--- src/rtl/icache_dm.sv ---
// icache_dm: direct-mapped, read-only instruction cache with one-word blocks.
// A lookup is combinational, so a hit costs no cycles. A miss moves the
// FSM to MISS, which forwards the request to memory until iwait drops.
// The returned word is written into the indexed frame, and the request
// hits in IDLE on the following cycle.
module icache_dm #(
  parameter int SETS  = 16,
  parameter int IDX_W = $clog2(SETS),
  parameter int TAG_W = 30 - IDX_W
) (
  input  logic        CLK,
  input  logic        nRST,
  input  logic        imemREN,
  input  logic [31:0] imemaddr,
  output logic        ihit,
  output logic [31:0] imemload,
  output logic        iREN,
  output logic [31:0] iaddr,
  input  logic [31:0] iload,
  input  logic        iwait
);

  typedef enum logic {IDLE, MISS} state_t;

  state_t state_reg;
  state_t state_next;

  // Frame storage. Only the valid bits need a reset.
  logic [SETS-1:0]  valid_reg;
  logic [SETS-1:0]  valid_next;
  logic [TAG_W-1:0] tag_mem  [SETS];
  logic [31:0]      data_mem [SETS];

  logic [IDX_W-1:0] req_idx;
  logic [TAG_W-1:0] req_tag;
  logic             lookup_hit;
  logic             fill_en;

  // Byte-offset bits do not select anything in a word-organised cache.
  logic unused_lsbs;
  assign unused_lsbs = ^imemaddr[1:0];

  assign req_idx = imemaddr[IDX_W+1:2];
  assign req_tag = imemaddr[31:IDX_W+2];

  assign lookup_hit = imemREN & valid_reg[req_idx] & (tag_mem[req_idx] == req_tag);

  // The fill uses the address that is current when memory completes, so a
  // redirect during MISS lands in the frame that belongs to the new address.
  assign fill_en = (state_reg == MISS) & imemREN & ~iwait;

  // Per-frame valid update. A fill sets the bit and nothing clears it
  // except reset.
  genvar gi;
  generate
    for (gi = 0; gi < SETS; gi++) begin : g_valid
      assign valid_next[gi] = valid_reg[gi] | (fill_en & (req_idx == IDX_W'(gi)));
    end
  endgenerate

  // Valid bits and FSM state. Async reset invalidates every frame and
  // abandons any fill in flight.
  always_ff @(posedge CLK or negedge nRST) begin
    if (!nRST) begin
      valid_reg <= '0;
      state_reg <= IDLE;
    end else begin
      valid_reg <= valid_next;
      state_reg <= state_next;
    end
  end

  // Tag/data write on fill. A conflicting frame is simply overwritten.
  always_ff @(posedge CLK) begin
    if (fill_en) begin
      tag_mem[req_idx]  <= req_tag;
      data_mem[req_idx] <= iload;
    end
  end

  // Next-state and output decode. ihit is held low throughout MISS because
  // the fill data is not bypassed.
  always_comb begin
    state_next = state_reg;
    ihit       = 1'b0;
    imemload   = 32'h0;
    iREN       = 1'b0;
    iaddr      = 32'h0;
    case (state_reg)
      IDLE: begin
        ihit = lookup_hit;
        if (lookup_hit) begin
          imemload = data_mem[req_idx];
        end
        if (imemREN && !lookup_hit) begin
          state_next = MISS;
        end
      end
      MISS: begin
        iREN  = imemREN;
        iaddr = {imemaddr[31:2], 2'b00};
        if (!imemREN || !iwait) begin
          state_next = IDLE;
        end
      end
      default: state_next = IDLE;
    endcase
  end

endmodule

--- config.mk ---
export PLATFORM = sky130hd
export DESIGN_NAME = icache_dm
export DESIGN_NICKNAME = d
export VERILOG_FILES = /design/src/rtl/icache_dm.sv
export SDC_FILE = /design/constraint.sdc
export NUM_CORES = 1
export LEC_CHECK = 0
export ABC_AREA = 1
export CORE_MARGIN = 5
export CORE_UTILIZATION = 60
export DETAILED_ROUTE_END_ITERATION = 10
export PLACE_DENSITY_LB_ADDON = 0.25
export SYNTH_ARGS = -nofsm -noshare
export SYNTH_HDL_FRONTEND = slang
export SYNTH_SLANG_ARGS = --single-unit
--- constraint.sdc ---
create_clock -name CLK -period 4.1 [get_ports CLK]
set_clock_uncertainty 0.05 [all_clocks]
set_input_delay 0.41 -clock CLK [delete_from_list [all_inputs] [get_ports CLK]]
set_output_delay 0.41 -clock CLK [all_outputs]
set_load 0.02 [all_outputs]
After elaboration in Yosys (flattened, before gate mapping) --
Memory sizes are Yosys's and may differ from the RTL's. Index checks and enable logic that the tools add are counted.
Operators by class: magnitude comparators 1, bitwise logic cells 38, reductions and logical operators 6, muxes and demuxes 12, equality and inequality tests 16
Operators by type and width (number):
- 32-bit two-way mux | 3
- 4-bit equality test, second input constant | 8
- 26-bit equality test | 1
- 1-bit bitwise AND | 20
- 4-bit by 3-bit equality test with 1-bit output, second input constant | 4
- 1-bit OR | 16
- 4-bit by 2-bit equality test with 1-bit output, second input constant | 2
- 1-bit two-way mux | 7
- 4-bit by 5-bit less-than comparator with 1-bit output, second input constant | 1
- 1-bit binary-select mux with 4-bit select | 1
- 4-bit by 1-bit equality test with 1-bit output, second input constant | 1
- 4-bit zero test | 1
- 1-bit zero test | 3
- 1-bit inverter | 2
- 1-bit one-hot mux with 2 select lines | 1
- 1-bit logical AND | 1
- 1-bit logical OR | 1
Storage, ports and cells: output and inout bits 66, bits of input ports 68, bits in writable memories 928, flip-flop bits (word level) 17, word-level logic and storage cells 77, memories 2
Memory list:
- data_mem | depth 16, width 32, rd ports 1, clocked after Yosys merged registers in 0, wr ports 1, line 32 | logic [31:0] data_mem [SETS];
- tag_mem | depth 16, width 26, rd ports 1, clocked after Yosys merged registers in 0, wr ports 1, line 31 | logic [TAG_W-1:0] tag_mem [SETS];

Depth between registers and ports, before layout --
Gate-level depths: netlist of run 1.
word-level depth 8, depth in mapped cells 19, mapped depth without buffers 16

Worst setup path after synthesis of run 1 --
Ideal clock, no wire load.
path kind in2reg, start in imemaddr[5], end mem data_mem[0][0], enable pin, data arrival time 3715 ps, cell stages on the path 5, path slack -139 ps, library setup time 474 ps, path buffers 2, data required time 3576 ps, cell sequence nor2_1 clkbuf_1 inv_1 clkbuf_1 nor2_1
RTL lines:
- start, declared | line 14 | input logic [31:0] imemaddr,
- end, declared | line 32
No word-level cell before the write port.

Final worst setup path of run 1 --
start in imemaddr[4], end out imemload[3]
On the way: cells in the longest elaborated chain, start to end 6, elaborated cells between the ends (all ways) 9, classes of those cells eq/ne (1); mux (4); bitwise (2); memory (2)
Ends and longest elaborated chain:
- parallel branches: the longest is 4 deep, another holds memory read 16 x 26 bit
- 32-bit two-way mux (*) | line 92 | if (lookup_hit) begin
- 32-bit two-way mux (*) | line 89 | case (state_reg)
- end, declared | line 16 | output logic [31:0] imemload,
Every way passes the cells marked *. The select of a mux whose other input is x is not followed.

==> results of run 1 <==
[path summary, 6_finish.rpt]
kind / start / end / slack [ns] / cells past startpoint
worst max-delay path: imemaddr[4] / imemload[3] / 0.15 / 16
worst min-delay path: nRST / valid_reg[6] / 0.19 / 1
worst max register to register: state_reg / tag_mem[10][2] / 1.06 / 5
worst min register to register: valid_reg[14] / valid_reg[14] / 0.42 / 2
max in group asynchronous: nRST / valid_reg[2] / 3.27 / 1
min in group CLK: imemREN / state_reg / 0.32 / 3
[cells in the final DEF (no fill, tap or decap), drive strengths merged]
cell type	Yosys	final
edfxtp	928	928
dlymetal6s2s	0	17
or2	11	11
buf	94	123
conb	1	2
nor2	62	62
nand2	1087	1087
nand4	4	4
o21bai	16	16
clkbuf	91	121
o22ai	128	128
dfrtp	17	17
bufinv	0	2
a21oi	5	5
nand3	31	31
o21ai	27	27
clkdlybuf4s50	0	110
diode	0	1
o2111ai	32	32
clkinv	1	47
o31ai	96	96
inv	56	57
nor3	322	322
[stage by stage]
step / worst slack (ns) / instances / hold WS, ns
floorplan: -0.0154 / 3010 / 0.0644
global placement: 0.140 / 3921 / 0.386
detailed placement: 0.0910 / 3921 / 0.399
CTS: 0.0754 / 4091 / 0.182
global route: -0.00699 / 4091 / 0.273
finish: 0.145 / 4092 / 0.190
[timing repair]
action,4_1_cts,5_1_grt
buffers inserted,0,0
setup endpoints to repair,0,26
resized for setup,0,22
[worst reg2reg max path: stages (launching register included)]
cell	delay [ns]
dfrtp_1	0.56
nand2_1	0.14
nor2_1	0.47
nand2_1	0.41
nor2_4	0.40
buf_4	0.59
[logic make-up after synthesis]
kind of cell	after synthesis	share of synthesized area, %
flops	945	74.9
other cells	1	0.00993
buf+inv	242	2.82
compound gates	304	5.51
simple gates	1517	16.8
[report_power, final]
group	internal, W	total [W]	switching [W]
registers	0.0107	0.0107	0.0000198
logic	0.000384	0.00122	0.000840
clock network	0.00439	0.00789	0.00350
total	0.0154	0.0198	0.00436
[cell type report]
| class | instances | area share [%] |
|---|---|---|
| well taps | 846 | 2.43 |
| diodes | 1 | 0.00573 |
| clock inverters | 49 | 0.688 |
| multi-input cells | 1823 | 19.6 |
| inverters | 57 | 0.533 |
| flip-flops and latches | 945 | 64.8 |
| clock buffers | 121 | 5.69 |
| repair buffers | 250 | 6.18 |
[routing by layer]
metal  part of all wire, %  routed length [um]  global-route usage (%)  vias up
met3                    10               10200                    4.57      226
li1                      -                   -                       -    11100
met4                   3.2                3100                    10.1        4
met1                    38               37200                    39.5    12300
met5                 0.033                  32                       0        -
met2                    49               47700                    47.0     1524
==> results.ini, run 1 <==
[global_route]
grt_pass1_wl_um=147000
antenna_found_initial=3
grt.overflow.total=0
grt_pass1_vias=24600
grt_max_degree=125
gr-usage-all-layers_pct=28.5

[die]
core.rowCount=92
fp.dieW_um=261
ioPinCount=134
die_area_um2=68100
core_area_um2=62700
start_util_pct=60.2
die_y_um=261

[drt]
postRouteWirelength_um=98200
routedWlPerCell_um=24.0
dr.pass1.iters=6
vias=25200
first_iter_violations=2778
drc=0
vias_per_cell=6.15
antenna_left=0

[timing]
maxSlewHeadroom_pct=39.9
max_freq_mhz=253
setup_viol=0
fin_tns_setup_ns=0
finalMaxSlewViolations=0
hold_viol_final=0
tightest_slew_ns=0.901
layout_min_cycle_time_ns=3.95
fin_crit_sh_pct=96.5

[finish]
multi_input_area_um2=8570
largest_reg_flops=512
register_area_um2=28300
final_nets=3238
fillCellCount=4205
stdcell_area_um2=43600
layout-drive-gt1-share_pct=9.65
syn_to_final_growth_pct=15.5
post-route-util_pct=69.6

[placed_design]
port_buffers=129
hpwl_um=52100
gp_congestion=0.826
dpl-instance-area_um2=40800

[setup_path]
setup.worst_path.start_class=primary input
path_cells=clkdlybuf4s50_1 -> inv_1 -> nand2_1 -> inv_4 -> buf_12 -> nand2_1 -> nand2_1 -> o21bai_1 -> nand2_1 -> nor2_1 -> nand2_1 -> nor2_1 -> nand2_2 -> buf_12 -> nor3_2 -> clkdlybuf4s50_1
cpMostUsedCell=nand2_1
worst_path_max_delay_cell=clkdlybuf4s50_1
crit_type=primary input to output pin
cp.arrival_ns=3.49
cpLargestDelayFamily=buffers and inverters
critPathBufInv=6
worst-path-max-fanout=21
cp_data_required_time_ns=3.64
max_stage_delay_ns=0.63
setup.worst_path.end_class=output pin

[clocking]
insertion_delay_ns=0.65
cts_tree=yes
cts.sinks=945
hold_buffers=0
clk_pin_slew_ns=0.06
root_buffer=clkbuf_16
cts_max_level=3
max-clock-path-buffers=3
cts_buffers=93

[pwr]
ir_drop_uv=352
powerDensity_nw_per_um2=454
p_total_w=0.0198
leakagePower_nw=16.1

[synth]
synth_ff_type=edfxtp_1
yosys_warnings=0
ys_seq_area_share_pct=74.9
yosysMostFrequentCell=nand2_1
postSynth.asyncResetShare_pct=1.80
netlist_instances=3009
synth_seq_cells=945
synth_edf_count=928
syn_area_um2=37800
ys_types=28
synth.area.top_cells=edfxtp_1 (74%), nand2_1 (11%), nor3_1 (3.9%)
syn_area_per_cell_um2=12.6
synth_top_area_cell=edfxtp_1
synth_top_area_share_pct=73.8
synthTopCellsByCount=nand2_1 (1086), edfxtp_1 (928), nor3_1 (292)

[worst_hold_path]
hold_path.class=primary input to async pin

[status]
status=completed

[flow_run]
maxCapViolations=0

No activity file was read; power rests on OpenSTA's default activity.
==> inputs of run 2 (changes only) <==
CORE_UTILIZATION = 55   (was 60)
clock period = 3.3 ns   (was 4.1 ns; I/O delays follow)
==> run 2 against run 1 <==
Non-clock buffer count rose by 67. Combinational power rose by 35%. Power rose by 28%. Core utilization shrank 4.1 points. Largest cell class unchanged. Hold slack got worse by 0.066 ns. Final area increased by 2.5%. Die area up 8.7%. Count of clock-buffer cells in the layout decreased by 13. Sequential share of layout area down 1.6 points.
==> results.ini, run 2 (same netlist as run 1, synthesis figures left out) <==
[drt]
dr.pass1.iters=6  ; unchanged
routedWlPerCell_um=23.9  ; -0.51%
drc=0  ; unchanged
vias=25200  ; +0.0079%
first_iter_violations=2983  ; +7.4%
antenna_left=0  ; unchanged
postRouteWirelength_um=100000  ; +1.9%
vias_per_cell=6.00  ; -2.4%

[pwr]
ir_drop_uv=433  ; +23%
switching_share_pct=21.8  ; -0.24 points
p_int_w=0.0198  ; +29%
switching_power_w=0.00553  ; +27%
p_total_w=0.0254  ; +28%
p_comb_share_pct=6.5  ; +0.3 points
powerDensity_nw_per_um2=567  ; +25%
seq_power_share_pct=52.3  ; -1.6 points
clkPwrFrac_pct=41.2  ; +1.3 points
leakagePower_nw=16.4  ; +2.0%

[die]
core.rowCount=96  ; +4.3%
ioPinCount=134  ; unchanged
core_area_um2=68300  ; +8.9%
start_util_pct=55.3  ; -4.9 points
die_y_um=272  ; +4.3%
fp.dieW_um=272  ; +4.3%
die_area_um2=74000  ; +8.7%

[timing]
finalMaxSlewViolations=0  ; unchanged
setup_viol=0  ; unchanged
rsz0062_at_grt=yes
maxSlewHeadroom_pct=42.7  ; +2.7 points
fin_crit_sh_pct=98.1
hold_viol_final=0  ; unchanged
layout_min_cycle_time_ns=3.24
timing.final.ws_setup_ns=0.0622  ; -0.0831 ns
tightest_slew_ns=0.857  ; -0.0434 ns
max_freq_mhz=309

[global_route]
grt_pass1_vias=24400  ; -0.68%
grt_max_degree=129  ; +3.2%
gr-usage-all-layers_pct=26.6  ; -2.0 points
grt_pass1_wl_um=150000  ; +1.9%
grt.overflow.total=0  ; unchanged
antenna_found_initial=4  ; +1

[setup_path]
cp.arrival_ns=2.86  ; -0.63 ns
setup.worst_path.end_class=output pin
setup.worst_path.start_class=flip-flop
crit_type=flip-flop to output pin
worst-path-max-fanout=8  ; -62%
cp_data_required_time_ns=2.92  ; -0.72 ns

[finish]
largest_reg_flops=512  ; unchanged
layout.cells.non_filler=4191  ; +2.4%
layout.cells.most_common=nand2_1
final_cell_mix=nand2_1 (1069), edfxtp_1 (928), nor3_1 (290), buf_4 (132), o22ai_1 (128)
post-route-util_pct=65.4  ; -4.1 points
syn_to_final_growth_pct=18.4
stdcell_area_um2=44700  ; +2.5%
layout-drive-gt1-share_pct=13.5  ; +3.8 points
final_nets=3304  ; +2.0%

[clocking]
cts_max_level=3  ; unchanged
cts_buffers=92  ; -1.1%
cts.sinks=945  ; unchanged
clk_pin_slew_ns=0.06  ; about the same
insertion_delay_ns=0.66  ; about the same
max-clock-path-buffers=3  ; unchanged
hold_buffers=0  ; unchanged
root_buffer=clkbuf_16
cts_tree=yes

[placed_design]
port_buffers=129  ; unchanged
hpwl_um=55900  ; +7.3%
dpl-instance-area_um2=41700  ; +2.1%
gp_congestion=0.845  ; +2.3%
pre_cts_ws_ns=-0.563  ; -0.654 ns
placed_cells_incl_taps=4023  ; +2.6%

[worst_hold_path]
hold_path.class=primary input to async pin

[status]
status=completed

[flow_run]
maxCapViolations=0  ; unchanged

-- run 2: metal layers --
metal | vias up | track usage [%] | wire, um
li1 | 11300 | - | -
met4 | 6 | 9.25 | 3220
met5 | - | 0 | 34
met1 | 12300 | 37.0 | 39700
met2 | 1304 | 43.1 | 48300
met3 | 219 | 4.47 | 8790
-- run 2: repair_timing --
action                     4_1_cts  5_1_grt
gates resized for setup         62      111
gates cloned                     0        1
pin swaps                        3       26
buffers inserted                 1        1
setup endpoints to repair       33       33
-- run 2: stage by stage --
| step | TNS (ns) | hold slack (ns) |
|---|---|---|
| final | 0 | 0.124 |
| after global routing | -0.526 | 0.189 |
| after CTS | 0 | 0.121 |
| after global placement | -15.42 | 0.385 |
| after detailed placement | -16.23 | 0.395 |
| after floorplan | -405.44 | -0.0156 |
-- run 2: path summary, 6_finish.rpt --
check / from / to / slack (ns) / depth (start not counted)
max in group asynchronous: nRST / valid_reg[12] / 2.54 / 1
max: tag_mem[9][1] / imemload[31] / 0.06 / 16
max reg2reg: state_reg / data_mem[15][22] / 0.72 / 5
min: nRST / state_reg / 0.12 / 1
min reg2reg: valid_reg[10] / valid_reg[10] / 0.41 / 2
min in group CLK: imemREN / state_reg / 0.26 / 3
-- run 2: worst max-delay path, cell delays in order (launching register included) --
cell	delay [ns]
edfxtp_1	0.37
nand2_1	0.10
nand2_1	0.07
nand2_1	0.07
nand2_2	0.07
nand2_1	0.06
nand2_1	0.06
o21bai_1	0.18
nand2_1	0.11
nor2_1	0.09
nand2_1	0.10
nor2_4	0.17
nand2_8	0.12
buf_12	0.16
clkbuf_16	0.16
nor3_4	0.18
buf_6	0.14
-- run 2: power by group through the flow --
stage                     Clock, W  Sequential, W  Combinational (W)
final                       0.0105         0.0133            0.00165
after global placement           0         0.0135            0.00158
after detailed placement         0         0.0135            0.00161
after global routing        0.0111         0.0133            0.00178
after CTS                   0.0106         0.0133            0.00162
after floorplan                  0         0.0135           0.000803
-- run 2: area by class of cell --
class                   instances  area (um2)
repair buffers                317        3390
clock buffers                 108        2380
inverters                      57         233
diodes                          1        2.50
multi-input cells            1823        8700
fillers                      4798       23600
flip-flops and latches        945       28300
well taps                     882        1100
clock inverters                58         618
